`config.mk`:
```
export PLATFORM = sky130hd
export DESIGN_NAME = lpc_autocorr
export DESIGN_NICKNAME = d
export VERILOG_FILES = /design/src/rtl/lpc_pkg.sv /design/src/rtl/lpc_mac.sv /design/src/rtl/lpc_autocorr.sv
export SDC_FILE = /design/constraint.sdc
export NUM_CORES = 2
export LEC_CHECK = 0
export BUFFER_PORTS_ARGS = -buffer_cell sky130_fd_sc_hd__buf_2
export CAP_MARGIN = 10
export CORE_MARGIN = 5
export CORE_UTILIZATION = 55
export DETAILED_ROUTE_END_ITERATION = 12
export MAX_ROUTING_LAYER = met4
export PLACE_DENSITY = 0.7
export SYNTH_ARGS = -nofsm -noshare
export SYNTH_HDL_FRONTEND = slang
export SYNTH_SLANG_ARGS = --single-unit
export TNS_END_PERCENT = 20
```
`constraint.sdc`:
```
create_clock -name clk -period 8.15 [get_ports clk]
set_input_delay 2.0375 -clock clk [delete_from_list [all_inputs] [get_ports clk]]
set_output_delay 2.0375 -clock clk [all_outputs]
set_load 0.1 [all_outputs]
```
`src/rtl/lpc_pkg.sv`:
```
// Shared definitions for the LPC analysis path: filter order, lag count,
// autocorrelation FSM states and the 32-bit saturating narrow.
package lpc_pkg;

  localparam int LPC_ORDER = 8;
  localparam int NUM_LAGS  = LPC_ORDER + 1;

  typedef enum logic [1:0] {
    IDLE  = 2'd0,
    MAC   = 2'd1,
    WRITE = 2'd2,
    DONE  = 2'd3
  } state_t;

  // Callers sign-extend their value to 64 bits before narrowing.
  function automatic logic signed [31:0] sat32(input logic signed [63:0] v);
    if (v > 64'sh0000_0000_7FFF_FFFF)
      return 32'sh7FFF_FFFF;
    else if (v < 64'shFFFF_FFFF_8000_0000)
      return 32'sh8000_0000;
    else
      return v[31:0];
  endfunction

endpackage

```
`src/rtl/lpc_mac.sv`:
```
// Combinational signed multiply-accumulate shared by all nine lags.
module lpc_mac #(
  parameter int SAMPLE_W = 16,
  parameter int ACC_W    = 36
) (
  input  logic signed [SAMPLE_W-1:0] i_a,
  input  logic signed [SAMPLE_W-1:0] i_b,
  input  logic signed [ACC_W-1:0]    i_acc,
  output logic signed [ACC_W-1:0]    o_acc
);

  logic signed [2*SAMPLE_W-1:0] w_prod;

  assign w_prod = i_a * i_b;
  assign o_acc  = i_acc + ACC_W'(w_prod);

endmodule

```
`src/rtl/lpc_autocorr.sv`:
```
// Frame autocorrelation engine: nine lag accumulators fed by one shared MAC,
// then a nine-cycle write-out into the coefficient register file.
module lpc_autocorr
  import lpc_pkg::*;
#(
  parameter int FRAME_LEN = 240,
  parameter int SAMPLE_W  = 16,
  parameter int SHIFT     = 8
) (
  input  logic                       clk,
  input  logic                       reset_n,
  input  logic                       s_valid,
  output logic                       s_ready,
  input  logic signed [SAMPLE_W-1:0] s_data,
  output logic [NUM_LAGS-1:0]        reg_wsel,
  output logic signed [31:0]         reg_din,
  output logic                       frame_done,
  output logic                       busy
);

  localparam int ACC_W = 2*SAMPLE_W + $clog2(FRAME_LEN);
  localparam int CNT_W = $clog2(FRAME_LEN + 1);
  localparam logic [3:0] LAST_K = 4'(LPC_ORDER);

  state_t                    r_state, w_next;
  logic [3:0]                r_k, w_k_next;
  logic [CNT_W-1:0]          r_cnt;
  logic signed [SAMPLE_W-1:0] r_d   [NUM_LAGS];
  logic signed [ACC_W-1:0]   r_acc [NUM_LAGS];
  logic                      r_ready, r_done;
  logic [NUM_LAGS-1:0]       r_wsel;
  logic signed [31:0]        r_din;

  logic                      w_accept, w_frame_full;
  logic signed [ACC_W-1:0]   w_mac;
  logic signed [31:0]        w_wr_val;

  assign w_accept     = s_valid && r_ready;
  assign w_frame_full = (r_cnt == CNT_W'(FRAME_LEN));

  lpc_mac #(.SAMPLE_W(SAMPLE_W), .ACC_W(ACC_W)) u_mac (
    .i_a   (r_d[0]),
    .i_b   (r_d[r_k]),
    .i_acc (r_acc[r_k]),
    .o_acc (w_mac)
  );

  always_comb begin
    w_next   = r_state;
    w_k_next = r_k;
    case (r_state)
      IDLE: begin
        if (w_accept) begin
          w_next   = MAC;
          w_k_next = 4'd0;
        end
      end
      MAC: begin
        if (r_k == LAST_K) begin
          w_k_next = 4'd0;
          w_next   = w_frame_full ? WRITE : IDLE;
        end else begin
          w_k_next = r_k + 4'd1;
        end
      end
      WRITE: begin
        if (r_k == LAST_K) begin
          w_k_next = 4'd0;
          w_next   = DONE;
        end else begin
          w_k_next = r_k + 4'd1;
        end
      end
      DONE:    w_next = IDLE;
      default: w_next = IDLE;
    endcase
  end

  // Outputs are registered from the next state, so the lag presented next
  // cycle is w_k_next; on entry to WRITE lag 0 is already final.
  assign w_wr_val = sat32(64'(r_acc[w_k_next] >>> SHIFT));

  always_ff @(posedge clk or negedge reset_n) begin
    if (!reset_n) begin
      r_state <= IDLE;
      r_k     <= 4'd0;
      r_ready <= 1'b0;
      r_done  <= 1'b0;
      r_wsel  <= '0;
      r_din   <= '0;
    end else begin
      r_state <= w_next;
      r_k     <= w_k_next;
      r_ready <= (w_next == IDLE);
      r_done  <= (w_next == DONE);
      if (w_next == WRITE) begin
        r_wsel <= NUM_LAGS'(1) << w_k_next;
        r_din  <= w_wr_val;
      end else begin
        r_wsel <= '0;
        r_din  <= '0;
      end
    end
  end

  always_ff @(posedge clk or negedge reset_n) begin
    if (!reset_n) begin
      r_cnt <= '0;
      for (int i = 0; i < NUM_LAGS; i++) begin
        r_d[i]   <= '0;
        r_acc[i] <= '0;
      end
    end else if (r_state == DONE) begin
      r_cnt <= '0;
      for (int i = 0; i < NUM_LAGS; i++) begin
        r_d[i]   <= '0;
        r_acc[i] <= '0;
      end
    end else begin
      if (w_accept) begin
        r_d[0] <= s_data;
        for (int i = 1; i < NUM_LAGS; i++) r_d[i] <= r_d[i-1];
        r_cnt <= r_cnt + CNT_W'(1);
      end
      if (r_state == MAC) r_acc[r_k] <= w_mac;
    end
  end

  assign s_ready    = r_ready;
  assign reg_wsel   = r_wsel;
  assign reg_din    = r_din;
  assign frame_done = r_done;
  assign busy       = (r_state != IDLE);

endmodule

```
==> summary.txt <==
Outcome
  • Status: completed

Place
  • Detailed Place HPWL: ~73000 µm
  • Port Buffers: 62
  • Final Wtd Congestion: 0.872
  • DP Area: slightly above 40000 µm²

Route
  • Via count: around 31000
  • Iter 0 DRT Violations: 3297
  • Residual DRC count: 0
  • WL final: 113000 µm
  • Avg WL per Cell: 22.5 µm
  • Via density: 6.13
  • First-pass detailed-route iteration total: 6
  • Routed Antenna Nets: 0

Timing
  • Headroom to the max-slew limit: around 29%
  • Slew Limit Fails: 0
  • Final Hold Fails: 0
  • Worst Skew: about 54 ps
  • F_max: 129 MHz
  • RSZ-0062 raised after global routing: yes
  • Final setup vio count: 0
  • Tmin final: about 7800 ps
  • Crit share post-route: 95.4%
  • Tightest Pin Transition: 1060 ps
  • Setup tns final: 0 ps

Critical path
  • Critical Path Start Type: flop
  • Crit path largest cell delay: 560 ps
  • Worst Setup End Kind: flop
  • Slowest cell on the critical path: dfrtp_4
  • Largest fanout on the critical path: 10
  • Critical Path RT: 8720 ps
  • Critical path class: reg -> reg
  • CP dominant cell by count: fa_1
  • Crit path DAT: 8340 ps

GRT
  • Initial antenna violation count: 4
  • Total track usage: a little under a third
  • Vias in the first global route: 31300
  • Total gr overflow: 0
  • Largest net degree at the start of global routing: 163
  • First-pass GRT wire length: approximately 180000 µm

Layout
  • Fill count: 5957
  • Layout cells sized above 1: 10.6%
  • Area growth syn-to-layout: 9.44%
  • Final std cell area, no fill: between 40000 and 50000 µm²
  • Layout Nets: between 4000 and 5000

Floorplan
  • I/O pin cnt: 63
  • Rows: 98
  • Core Area: 71200 µm²
  • Die W: 278 µm
  • Initial core utilization: 55.3%
  • Die area: between 70000 and 80000 µm²
  • Die Ht: 278 µm

Synth
  • Post-synth top cells: nand2_1 (932), dfrtp_1 (561), inv_1 (417), fa_1 (330), a22o_1 (254)
  • Register area share after synthesis: between 30 and 40%
  • Async set-reset flop share out of synthesis: 100%
  • Cell with the most instances after synthesis: nand2_1
  • EDFF count, synth: 0
  • Top cells by area, synth: dfrtp_1 (36%), fa_1 (17%), nand2_1 (8.9%), a22o_1 (5.7%), mux4_2 (5.5%)
  • Syn nets: 4533
  • Avg Inst Size Synth: 9.70 µm²
  • Cell variety after synth: 74
  • Synth Register Bits: 561
  • Leading area contributor after synthesis: dfrtp_1
  • Ys flop type: dfrtp_1
  • Top-area cell type share of the netlist area: 35.7%
  • Mapped Cells: 4059
  • Post-Syn Area: 39400 µm²
  • Synth Warn #: 0

CTS
  • Num CTS Buffers: 60
  • Clock Path Buffers: 3
  • Clock Sinks: 561
  • Clk_lat worst skew: ~670 ps
  • Worst-path clk slew: 70 ps
  • Clock Tree Root: clkbuf_16
  • Htree depth: 2
  • CTS tree: built

Job
  • Max cap viols: 0

Worst hold path
  • Hold Path Class: reg -> reg
## kinds of logic after synthesis
| kind of cell | synth area share, % |
|---|---|
| xor gates and xnor gates | 1.04 |
| and+or+nand+nor | 14.2 |
| DFF | 35.7 |
| adders and majority gates | 20.8 |
| AOI/OAI and AO/OA | 14.0 |
| buffers and inverters | 7.00 |
| muxes | 7.40 |
## cells in the final DEF (no fill, tap or decap), drive strengths merged, types with 7 or more instances in the layout
| cell type | count |
|---|---|
| buf | 191 |
| nor3b | 9 |
| and3 | 37 |
| nor2 | 50 |
| dfrtp | 561 |
| o2bb2ai | 15 |
| a311oi | 32 |
| o21ai | 206 |
| a21o | 18 |
| a21oi | 208 |
| a31oi | 42 |
| nor3 | 13 |
| nand2 | 932 |
| fa | 330 |
| and2 | 123 |
| a211oi | 9 |
| nand3 | 78 |
| nand4 | 7 |
| xor2 | 18 |
| a22o | 254 |
| mux2i | 74 |
| ha | 125 |
| clkbuf | 94 |
| mux4 | 96 |
| xnor2 | 28 |
| inv | 420 |
## what timing repair did
item                       in CTS  in global routing
setup endpoints to repair       0                 74
gates resized for setup         0                 13
hold buffers                    0                  0
buffers inserted                0                  2
## path summary, 6_finish.rpt
check	from	to	slack, ps	cells past startpoint
setup / recovery	r_k[3]	r_acc[158]	370	28
setup reg to reg	r_k[3]	r_acc[158]	370	28
max in group asynchronous	reset_n	r_acc[85]	5200	2
hold / removal	r_acc[201]	r_acc[201]	470	2
min in group asynchronous	reset_n	r_acc[13]	1470	1
hold reg to reg	r_acc[201]	r_acc[201]	470	2
## stage by stage
stage | setup WS (ps) | cells | hold slack [ps] | utilization [%]
after floorplan | 376 | 4059 | 445 | -
after global routing | -18.1 | 5018 | 509 | 60.5
after CTS | 171 | 5012 | 483 | 60.3
final | 372 | 5018 | 473 | 60.5
after detailed placement | 244 | 4902 | 468 | 57.4
after global placement | 366 | 4902 | 460 | 57.4
## state kept, by name, indices dropped and copies added (netlist names)
register / cells
reg_din: 32
r_state: 2
r_k: 4
r_cnt: 8
reg_wsel: 9
frame_done: 1
r_d: 144
s_ready: 1
r_acc: 360
## per-layer routing
layer	global-route usage [%]	vias to the layer above	share of wire (%)
met5	-	-	0
met4	9.07	0	3.4
met3	5.90	303	9.4
met2	45.3	1483	45
met1	42.5	15500	42
li1	-	13400	-
## area by class of cell
class                      instances  area [µm²]  share of cell area, %
multi-input combinational       2784       22800                   52.9
tap                              950        1190                   2.76
clock buffer                      94        1820                   4.22
sequential                       561       14100                   32.6
clock inverter                    16         250                  0.581
inverter                         418        1580                   3.66
antenna                            4        10.0                 0.0232
timing repair buffer             191        1390                   3.22
## worst max-delay path, delay by kind of cell, from the launching register on
| kind | cells | cell delay (ps) |
|---|---|---|
| AND/OR/NAND/NOR | 5 | 930 |
| AO/OA/AOI/OAI | 10 | 2070 |
| adder cells (fa/ha/maj) | 7 | 3450 |
| buffers and inverters | 6 | 660 |
| flip-flops | 1 | 560 |
Power is not shown: default switching activity piles up to over one toggle a cycle in this logic, so the estimate is an artifact.
